File: src/rtl/fp_to_int33_pkg.sv
// Shared binary32 constants and types for the
// float-to-int33 converter pipeline.
package fp_to_int33_pkg;

  localparam int EXP_W  = 8;
  localparam int FRAC_W = 23;
  localparam int SIG_W  = FRAC_W + 1;
  localparam int BIAS   = 127;
  localparam int LAT    = 7;

  localparam logic [32:0] INT33_MAX = 33'h0_FFFF_FFFF;
  localparam logic [32:0] INT33_MIN = 33'h1_0000_0000;

  typedef enum logic [2:0] {
    C_ZERO,
    C_NORM,
    C_SATP,
    C_SATN,
    C_MIN
  } cls_t;

  typedef struct packed {
    cls_t cls;
    logic sign;
    logic zinx;
  } side_t;

  function automatic logic lost(
    input logic [31:0] x,
    input logic [4:0]  k
  );
    logic [31:0] m;
    m = (32'd1 << k) - 32'd1;
    return |(x & m);
  endfunction

endpackage

File: src/rtl/fp_to_int33_shift.sv
// Three-stage significand shifter; right shifts
// accumulate a sticky bit of discarded ones.
module fp_to_int33_shift
  import fp_to_int33_pkg::*;
(
  input  logic             clk,
  input  logic [SIG_W-1:0] sig,
  input  logic [4:0]       amt,
  input  logic             left,
  output logic [31:0]      val,
  output logic             sticky
);

  logic [31:0] x0;
  logic [31:0] x3;
  logic [31:0] x4;
  logic        st3;
  logic        st4;
  logic [4:2]  a3;
  logic        a4;
  logic        l3;
  logic        l4;

  assign x0 = {8'b0, sig};

  always_ff @(posedge clk) begin
    x3  <= left ? x0 << amt[1:0]
                : x0 >> amt[1:0];
    st3 <= !left && lost(x0, {3'b0, amt[1:0]});
    a3  <= amt[4:2];
    l3  <= left;

    x4  <= l3 ? x3 << {a3[3:2], 2'b0}
              : x3 >> {a3[3:2], 2'b0};
    st4 <= st3 |
           (!l3 && lost(x3, {1'b0, a3[3:2], 2'b0}));
    a4  <= a3[4];
    l4  <= l3;

    val    <= l4 ? x4 << {a4, 4'b0}
                 : x4 >> {a4, 4'b0};
    sticky <= st4 |
              (!l4 && lost(x4, {a4, 4'b0}));
  end

endmodule

File: src/rtl/fp_to_int33.sv
// binary32 -> 33-bit signed integer, round toward
// zero, fully pipelined with fixed latency.
module fp_to_int33
  import fp_to_int33_pkg::*;
#(
  parameter int LATENCY = LAT
) (
  input  logic        clk,
  input  logic        areset,
  input  logic        in_valid,
  input  logic [31:0] a,
  output logic        out_valid,
  output logic [32:0] q,
  output logic        invalid,
  output logic        inexact
);

  logic [LATENCY-1:0] vld;
  logic [31:0]        a0;

  cls_t               cls_c;
  logic               zinx_c;
  logic [EXP_W-1:0]   ex;

  side_t              sd1, sd2, sd3, sd4, sd5;
  logic [4:0]         exl1;
  logic [SIG_W-1:0]   sig1, sig2;
  logic [4:0]         e5;
  logic               left_c, left2;
  logic [4:0]         amt_c, amt2;

  logic [31:0]        val5;
  logic               st5;
  logic [32:0]        res6;
  logic               st6;
  cls_t               cls6;
  logic               zinx6;

  logic [32:0]        q_c;
  logic               inv_c;
  logic               inx_c;

  always_ff @(posedge clk) begin
    if (!areset) vld <= '0;
    else vld <= {vld[LATENCY-2:0], in_valid};
  end

  always_ff @(posedge clk) a0 <= a;

  assign ex = a0[30:23];

  always_comb begin
    cls_c  = C_ZERO;
    zinx_c = 1'b0;
    unique case (1'b1)
      ex == 8'd0: zinx_c = |a0[22:0];
      ex != 8'd0 && ex < 8'd127: zinx_c = 1'b1;
      ex >= 8'd127 && ex <= 8'd158: cls_c = C_NORM;
      ex >= 8'd159 && ex != 8'd255: begin
        if (ex == 8'd159 && a0[31] && a0[22:0] == '0)
          cls_c = C_MIN;
        else
          cls_c = a0[31] ? C_SATN : C_SATP;
      end
      ex == 8'd255: begin
        if (a0[22:0] != '0) cls_c = C_SATP;
        else cls_c = a0[31] ? C_SATN : C_SATP;
      end
    endcase
  end

  always_ff @(posedge clk) begin
    sd1  <= '{cls: cls_c, sign: a0[31], zinx: zinx_c};
    exl1 <= a0[27:23];
    sig1 <= {1'b1, a0[22:0]};
  end

  // Unbiased exponent is 0..31 for shifted operands, so mod-32 suffices
  assign e5     = exl1 - 5'(BIAS);
  assign left_c = e5 >= 5'd23;
  assign amt_c  = left_c ? e5 - 5'd23 : 5'd23 - e5;

  always_ff @(posedge clk) begin
    sig2  <= sig1;
    amt2  <= amt_c;
    left2 <= left_c;
    sd2   <= sd1;
    sd3   <= sd2;
    sd4   <= sd3;
    sd5   <= sd4;
  end

  fp_to_int33_shift u_shift (
    .clk    (clk),
    .sig    (sig2),
    .amt    (amt2),
    .left   (left2),
    .val    (val5),
    .sticky (st5)
  );

  always_ff @(posedge clk) begin
    res6  <= sd5.sign ? -{1'b0, val5} : {1'b0, val5};
    st6   <= st5;
    cls6  <= sd5.cls;
    zinx6 <= sd5.zinx;
  end

  always_comb begin
    q_c   = '0;
    inv_c = 1'b0;
    inx_c = 1'b0;
    unique case (cls6)
      C_NORM: begin
        q_c   = res6;
        inx_c = st6;
      end
      C_ZERO: inx_c = zinx6;
      C_SATP: begin
        q_c   = INT33_MAX;
        inv_c = 1'b1;
      end
      C_SATN: begin
        q_c   = INT33_MIN;
        inv_c = 1'b1;
      end
      C_MIN: q_c = INT33_MIN;
      default: ;
    endcase
  end

  always_ff @(posedge clk) begin
    if (!areset || !vld[LATENCY-1]) begin
      out_valid <= 1'b0;
      q         <= '0;
      invalid   <= 1'b0;
      inexact   <= 1'b0;
    end else begin
      out_valid <= 1'b1;
      q         <= q_c;
      invalid   <= inv_c;
      inexact   <= inx_c;
    end
  end

endmodule

File: config.mk
export PLATFORM = sky130hd
export DESIGN_NAME = fp_to_int33
export DESIGN_NICKNAME = d
export VERILOG_FILES = /design/src/rtl/fp_to_int33_pkg.sv /design/src/rtl/fp_to_int33_shift.sv /design/src/rtl/fp_to_int33.sv
export SDC_FILE = /design/constraint.sdc
export NUM_CORES = 1
export LEC_CHECK = 0
export ABC_AREA = 0
export CORE_MARGIN = 2
export CORE_UTILIZATION = 30
export DETAILED_ROUTE_END_ITERATION = 16
export MAX_ROUTING_LAYER = met4
export PLACE_DENSITY = 0.47
export SYNTH_ARGS = -nofsm -noshare
export SYNTH_HDL_FRONTEND = slang
export SYNTH_SLANG_ARGS = --single-unit
File: constraint.sdc
create_clock -name clk -period 2.7 [get_ports clk]
set_input_delay 0.405 -clock clk [delete_from_list [all_inputs] [get_ports clk]]
set_output_delay 0.405 -clock clk [all_outputs]
set_load 0.02 [all_outputs]
-- After elaboration in Yosys (flattened, before gate mapping)
Index checks and enable logic that the tools add are counted.
Widths: inputs -> output; s select.
- output and inout bits: 36
- bits of input ports: 35
- register bits after elaboration: 300
- logic and storage cells: 113
- reductions and logical operators: 25
- mux-type cells: 14
- magnitude comparators: 5
- add/sub/neg operators: 7
- eq/ne operators: 7
- bitwise operators: 5
- shifts and indexed selects: 9
- operator list (operator ; count):
    $mux 32 ; 4
    $pmux 33 s3 ; 1
    $reduce_or 32->1 ; 3
    $sub 32x1->32 const B ; 3
    $and 32x32->32 ; 2
    $neg 32->33 ; 1
    $and 24x32->32 ; 1
    $shl 1x2->32 const A ; 1
    $shl 1x4->32 const A ; 1
    $shl 1x5->32 const A ; 1
    $shl 24x2->32 ; 1
    $shl 32x4->32 ; 1
    $shl 32x5->32 ; 1
    $shr 24x2->32 ; 1
    $shr 32x4->32 ; 1
    $shr 32x5->32 ; 1
    $logic_not 23->1 ; 1
    $reduce_bool 23->1 ; 1
    $reduce_or 23->1 ; 1
    $eq 8x8->1 const B ; 2
    $sub 5x5->5 const B ; 2
    $pmux 3 s3 ; 1
    $ge 8x7->1 const B ; 1
    $ge 8x8->1 const B ; 1
    other kinds (20) ; 38

-- Logic depth before layout (Yosys ltp)
Gate-level depths: netlist of run 1.
- depth in word-level cells: 6
- depth in mapped cells: 10
- gate-level depth less buffers: 8

-- Hierarchy
Synthesis of run 1 repeated with hierarchy kept, for this count alone.
- cells, all modules: 1009
- area, all modules: 10726.5 sq um
- modules (own cells, without submodules) (module ; cells each ; area an instance (sq um) ; sequential area each (sq um) ; times used):
    fp_to_int33 ; 428 ; 5396.4 ; 3903.7 ; 1
    fp_to_int33_shift ; 581 ; 5330.1 ; 2001.9 ; 1

-- Worst setup path after synthesis of run 1
Ideal clock, no wire load.
- path kind: register to register
- from: reg u_shift.val[0]
- to: reg res6[20]
- library setup time: 0.072 ns
- stages on the path, launching flop included: 9
- data arrival time: 2.192 ns
- required time: 2.628 ns
- setup slack: 0.435 ns
- cell sequence: dfxtp_1 -> inv_1 -> ha_1 -> or3b_2 -> clkbuf_1 -> or3_4 -> or3_4 -> o31ai_1 -> xnor2_1
- longest elaborated chain between the ends: 2
- ends and longest elaborated chain (item ; line ; text):
    start: declaration ; fp_to_int33_shift.sv:10 ; output logic [31:0] val,
    start signal: assignment ; fp_to_int33_shift.sv:40 ; val <= l4 ? x4 << {a4, 4'b0}
    $neg 32->33 ; fp_to_int33.sv:103 ; res6 <= sd5.sign ? -{1'b0, val5} : {1'b0, val5};
    $mux 32 ; fp_to_int33.sv:103 ;
    end signal: assignment ; fp_to_int33.sv:103 ;
    end: declaration ; fp_to_int33.sv:34 ; logic [32:0] res6;
Every way passes these cells.
A chain may end at the register's enable or synchronous reset.

-- Worst setup path in the final report of run 1
Ends and elaborated chain as after synthesis.

==> metrics.md, run 1 <==
| Metric | Value |
|---|---|
| Final wirelength | 22400 um |
| Ant diodes | 0 |
| Chip Height | 192 um |
| # port buffers | 70 |
| First-pass GRT wire length | 36600 um |
| Crit-path cells | inv_1, ha_1, or3b_2, or3_4, or3_4, o31ai_1, xnor2_1 |
| Synth Flop Type | dfxtp_1 |
| Syn Inst Count | 1049 |
| Asr flop ratio synth | 0% |
| Post-CTS Resized | 0 |
| F_max | 429 MHz |
| Vias | 7264 |
| Hold crit path type | input pin to register |
| Initial antenna violation count | 0 |
| IO Pins | 71 |
| CP Class | register to register |
| Worst-Skew Late Latency | 570 ps |
| Vias/cell | 4.57 |
| Final Core Density | 36.9% |
| Synthesized area | 10600 sq um |
| Final WS setup | 370 ps |
| Crit share post-route | 86.3% |
| Top cell type by total area after synthesis | dfxtp_1 |
| Largest net degree at the start of global routing | 70 |
| Full die area | 36700 sq um |
| CTS clk-pin slew, worst paths | 70 ps |
| Row count | 68 |
| Avg Cell Area, Syn | 10.1 sq um |
| Initial core utilization | 30.5% |
| Arrival time of the worst setup path | 2820 ps |
| Hpwl dp | 16000 um |
| Setup crit end kind | register |
| Flops & latches, synth | 295 |
| Maximum vdd drop | 0.493 mV |
| Hold buffer count at CTS | 0 |
| Setup violators final | 0 |
| Die W | 192 um |
| Setup_tns | 0 ps |
| Placed cells | 1532 |
| Routed len/inst | 14.1 um |
| Pwr dens | 900 nW/um^2 |
| Slew Limit Headroom | 55.1% |
| Fin cells | 1589 |
| CTS sink cnt | 295 |
| Tmin final | 2330 ps |
| CTS Buf Count | 31 |
| Pre-CTS WS | 363 ps |
| Max-cap violations | 0 |
| LEAKAGE | 0.00490 uW |
| Cell family with most CP delay | simple AND/OR/NAND/NOR gates |
| Area contributors post-synth | dfxtp_1, o21ai_0, nand2_1 |
| Crit-path max cell delay | 510 ps |
| Synth cell types | 55 |
| Post-Syn Nets | 1093 |
| GRT Util Overall | 12.7% |
| GP Congestion | 0.850 |
| DRT Pass-1 Iters | 4 |
| Required time of the critical path | 3190 ps |
| Crit path buffers/inverters | 1 |
| Skew final | 15.1 ps |
| CTS Buffer Depth | 3 |
| Post-synthesis sequential area ratio | 56.0% |
| GRT overflow | 0 |
| Share of layout cells above drive strength 1 | 11.3% |
| Number of setup buffers added after CTS | 0 |
| Post-route ant nets | 0 |
| Core Box Area | 34600 sq um |
| Iteration-0 DRC count of the detailed router | 402 |
| Synthesis Warnings | 0 |
| CP most frequent cell | or3_4 |
| Hold Vio Cnt, Final | 0 |
| H-tree Lvls | 1 |
| Slew at the pin with the worst max-slew slack | 674 ps |
| # nets final | 1154 |
| CTS tree | built |
| Outcome | finished, final reports clean |
| Synth top area share | 56.0% |
| CP max FO | 6 |
| # DRC | 0 |
| Final Max Tran Viols | 0 |
| Critical Path Source Type | register |
| Clock tree root driver cell | clkbuf_16 |
| Critical-path top delay cell | or3b_2 |
| Area Overhead vs Synth | 21.1% |
| RSZ-0062 raised after global routing | no |
| Vias in the first global route | 6904 |
| Total Power | 11500 uW |
| EDFF count, synth | 0 |
logic make-up (layout without fill, tap and decap cells):
logic type      count (synthesis)  in the layout  synth area share, %
compound gates                250            250                 13.8
xor+xnor                       37             37                 3.07
fa+ha+maj                       9              9                 1.07
buf+inv                       114            199                 4.13
flops                         295            295                 56.0
mux                            75             75                 9.56
simple gates                  269            269                 12.4
Yosys cell counts, drive strengths merged, types with 17 or more instances:
cell and instances:
a21oi 75, o21ai 101, mux2i 40, mux4 19, clkbuf 49, nand2 134, xnor2 36, o22ai 17
nor4 17, inv 50, nor2 32, dfxtp 295
state kept, by name, summed over array words and instances (netlist names), 3 cells and up:
signal	flops
a0	32
amt2	5
cls6	3
exl1	5
q	33
res6	33
sd1	5
sd2	5
sd3	5
sd4	5
sd5	5
sig1	23
sig2	23
u_shift.a3	3
u_shift.val	32
u_shift.x3	27
u_shift.x4	32
vld	7
worst reg2reg max path: stages (launching register included):
cell and delay, ps:
dfxtp_1 340, inv_1 70, ha_1 140, or3b_2 510, or3_4 450, or3_4 360, o31ai_1 240, xnor2_1 140
power by group:
group / internal, uW / switching, uW / leakage [uW]
Sequential: 5030 / 575 / 0.00246
Clock: 2450 / 1700 / 0.000508
Combinational: 837 / 914 / 0.00193
Total: 8320 / 3180 / 0.00490
through the flow:
step	hold slack, ps	instance area [sq um]
final	268	12800
after global placement	310	11800
after detailed placement	312	11800
after CTS	246	12800
after floorplan	310	10600
after global routing	246	12800
cell type report:
cell class              count  area (sq um)
fillers                  3468         21800
flip-flops and latches    295          5910
multi-input cells         640          4220
repair buffers             91           871
clock buffers              41           863
well taps                 455           569
inverters                  51           191
clock inverters            16           160
metal layers:
metal / wire length (um) / track usage (%)
met4: 862 / 4.79
met5: 0 / -
met3: 955 / 2.33
met1: 10000 / 15.3
met2: 10600 / 21.1
cell usage in the layout, fill, tap and decap left out, types with 17 or more instances in the layout:
cell type and n:
a21oi_1 75, buf_4 20, clkbuf_16 31, clkdlybuf4s50_1 70, dfxtp_1 291, inv_1 50, mux2i_1 40, mux4_2 19
nand2_1 134, nor2_1 32, nor4_1 17, o21ai_0 101, o22ai_1 17, xnor2_1 36
worst paths after layout:
path,endpoint,slack (ps),start,cells after the start
max,res6[20],370,u_shift.val[0],7
min,a0[27],270,a[27],1
max reg2reg,res6[20],370,u_shift.val[0],7
min reg2reg,sd2[4],320,sd1[4],0
Note: power is estimated with default switching activity, not from simulation.
==> inputs of run 2 (changes only) <==
Settings changed: SYNTH_HIERARCHICAL set to 1.
==> run 2 against run 1 <==
  * Wire length decreased by 2.5%
  * Clock-buffer cell count increased by 2
  * Clock skew decreased by 6.7 ps
  * Cell count decreased by 1.4%
  * Utilization decreased by 0.43 points
  * Largest cell class unchanged
  * Total power increased by 0.54%
  * Clock power decreased by 2%
  * Sequential share of layout area decreased by 0.48 points
  * Synthesized cell count decreased by 3.8%
==> metrics.md, run 2 <==
| Metric | Value |
|---|---|
| Outcome | finished, final reports clean |
| Pre-CTS WS | 444 ps |
| Iteration-0 DRC count of the detailed router | 397 |
| Flops & latches, synth | 295 |
| GRT Util Overall | 12.4% |
| Clock share of power | 35.2% |
| LEAKAGE | 0.00499 uW |
| RSZ-0062 raised after global routing | no |
| Biggest regs | q: 33 flops, res6: 33 flops |
| IO Pins | 71 |
| Commonest non-fill, non-tap cell in the layout | dfxtp_1 |
| Pwr dens | 895 nW/um^2 |
| Critical Path Source Type | register |
| Met1 Use GR | 15.6% |
| CTS sink cnt | 295 |
| Multi-input gate area | 4350 sq um |
| Crit-path max cell delay | 520 ps |
| Required time of the critical path | 3160 ps |
| GRT overflow | 0 |
| F_max | 444 MHz |
| Sequential Area | 5910 sq um |
| Clock tree root driver cell | clkbuf_16 |
| Slew at the pin with the worst max-slew slack | 986 ps |
| Vias in the first global route | 6865 |
| Adder-Cell Fraction of Synth Area | 1.05% |
| Initial core utilization | 30.3% |
| Hold Vio Cnt, Final | 0 |
| H-tree Lvls | 1 |
| CTS tree | built |
| Syn Inst Count | 1009 |
| Sequential share of power | 49.1% |
| Synth Area in Simple Gates | 11.1% |
| Hold path start | a[17] |
| Post-CTS Resized | 0 |
| Maximum vdd drop | 0.466 mV |
| Crit share post-route | 83.3% |
| Hold crit path type | input pin to register |
| FILL cells | 3543 |
| Synth Area in XOR/XNOR | 3.10% |
| CP Class | register to register |
| Skew final | 8.36 ps |
| CP endpoint | res6[26] |
| Main combinational cell family by area after synthesis | multiplexers |
| Mux share of post-synthesis cell area | 12.9% |
| GP Congestion | 0.819 |
| CTS Buffer Depth | 3 |
| CTS Buf Count | 31 |
| # DRC | 0 |
| Met3 GRT Util | 2.08% |
| Post-synthesis sequential area ratio | 55.1% |
| Final Max Tran Viols | 0 |
| Full die area | 37300 sq um |
| Post-synthesis compound-gate area fraction | 12.2% |
| Setup violators final | 0 |
| Synth cell types | 62 |
| Top cell type by total area after synthesis | dfxtp_1 |
| Final WS setup | 450 ps |
| Area Overhead vs Synth | 20.4% |
| Crit-path cells | inv_1, ha_1, or3b_2, nor4_2, nand3_1, o31ai_1, xnor2_1 |
| Setup_tns | 0 ps |
| DRT Pass-1 Iters | 5 |
| Slew Limit Headroom | 34.2% |
| # port buffers | 70 |
| Switching share of power | 27.2% |
| Terminus of the critical flop-to-flop path | res6[26] |
| Asr flop ratio synth | 0% |
| Max-cap violations | 0 |
| Post-route ant nets | 0 |
| CTS clk-pin slew, worst paths | 60 ps |
| Arrival time of the worst setup path | 2710 ps |
| Core Box Area | 35400 sq um |
| Die W | 193 um |
| Worst setup startpoint | u_shift/val[0] |
| Avg Cell Area, Syn | 10.6 sq um |
| Number of setup buffers added after CTS | 0 |
| Logic gate share of total power | 15.7% |
| Vias | 7044 |
| Ant diodes | 0 |
| Routed len/inst | 14.0 um |
| Vias/cell | 4.50 |
| First-pass GRT wire length | 36300 um |
| CP max FO | 5 |
| Initial antenna violation count | 0 |
| Synth Flop Type | dfxtp_1 |
| Worst-Skew Late Latency | 540 ps |
| R2r setup slk | 450 ps |
| Net Sw Power | 3140 uW |
| Most common cell in the synthesized netlist | dfxtp_1 |
| Synth top cells by count | dfxtp_1, nand2_1, o21ai_0 |
| # nets final | 1126 |
| Setup crit end kind | register |
| Synthesized area | 10700 sq um |
| Share of layout cells above drive strength 1 | 12.2% |
| Chip Height | 193 um |
| Area contributors post-synth | dfxtp_1, mux4_2, o21ai_0 |
| Final wirelength | 21900 um |
| Critical-path top delay cell | or3b_2 |
| Final Core Density | 36.5% |
| Row count | 69 |
| GR peak layer | met2 |
| Worst R2R Path Depth | 7 |
| Met2 GRT Util | 20.4% |
| EDFF count, synth | 0 |
| Synth top area share | 55.1% |
| R2r startpoint | u_shift/val[0] |
| Most frequent cells in the layout | dfxtp_1, nand2_1, o21ai_0 |
| Hpwl dp | 15600 um |
| Hold buffer count at CTS | 0 |
| Cell-internal power | 8420 uW |
| Tmin final | 2250 ps |
| Synthesis Warnings | 6 |
| Largest net degree at the start of global routing | 46 |
## run 2: worst max-delay path: cells and delay by family (launching register included)
kind | cells | cell delay [ps]
buf+inv | 1 | 60
compound gates | 1 | 310
xor+xnor | 1 | 140
simple gates | 3 | 1190
flops | 1 | 330
fa+ha+maj | 1 | 140
## run 2: cell families (layout without fill, tap and decap cells)
kind of cell	after synthesis	in the layout
other	1	6
flip-flops	295	295
buffers and inverters	107	198
multiplexers	95	95
adder cells (fa/ha/maj)	9	9
XOR/XNOR	38	38
AO/OA/AOI/OAI	215	215
AND/OR/NAND/NOR	249	249
## run 2: worst min-delay path by stage
| stage | to | slack (ps) | depth (start not counted) |
|---|---|---|---|
| finish | a0[17] | 310 | 1 |
| global route | a0[2] | 280 | 1 |
| CTS | a0[16] | 280 | 1 |
| detailed placement | sd5[0] | 310 | 0 |
| global placement | sd4[1] | 310 | 0 |
| floorplan | cls6[0] | 310 | 0 |
## run 2: stage by stage
stage,std cells,instance area (sq um),power [uW],hold slack [ps]
finish,1566,12900,11600,308
global route,1566,12900,12300,283
CTS,1566,12900,11700,283
detailed placement,1510,11900,7610,312
global placement,1510,11900,7590,312
floorplan,1014,10700,7000,310
## run 2: routing by layer
layer | wire length [um] | vias to the layer above
met4 | 611 | 0
met2 | 10300 | 135
met5 | 0 | -
met3 | 858 | 39
li1 | - | 3649
met1 | 10100 | 3221
## run 2: cell type report
cell class | count | share of cell area, %
Clock inverter | 13 | 0.988
Tap cell | 461 | 4.47
Clock buffer | 43 | 6.82
Multi-Input combinational cell | 612 | 33.7
Inverter | 50 | 1.45
Timing Repair Buffer | 92 | 6.80
Sequential cell | 295 | 45.8
## run 2: power groups by stage
stage	clock network (uW)	logic [uW]	registers, uW
6_report	4060	1820	5680
5_1_grt	4420	2050	5780
4_1_cts	4210	1830	5680
3_5_place_dp	0	1830	5780
3_3_place_gp	0	1830	5760
2_1_floorplan	0	1520	5480
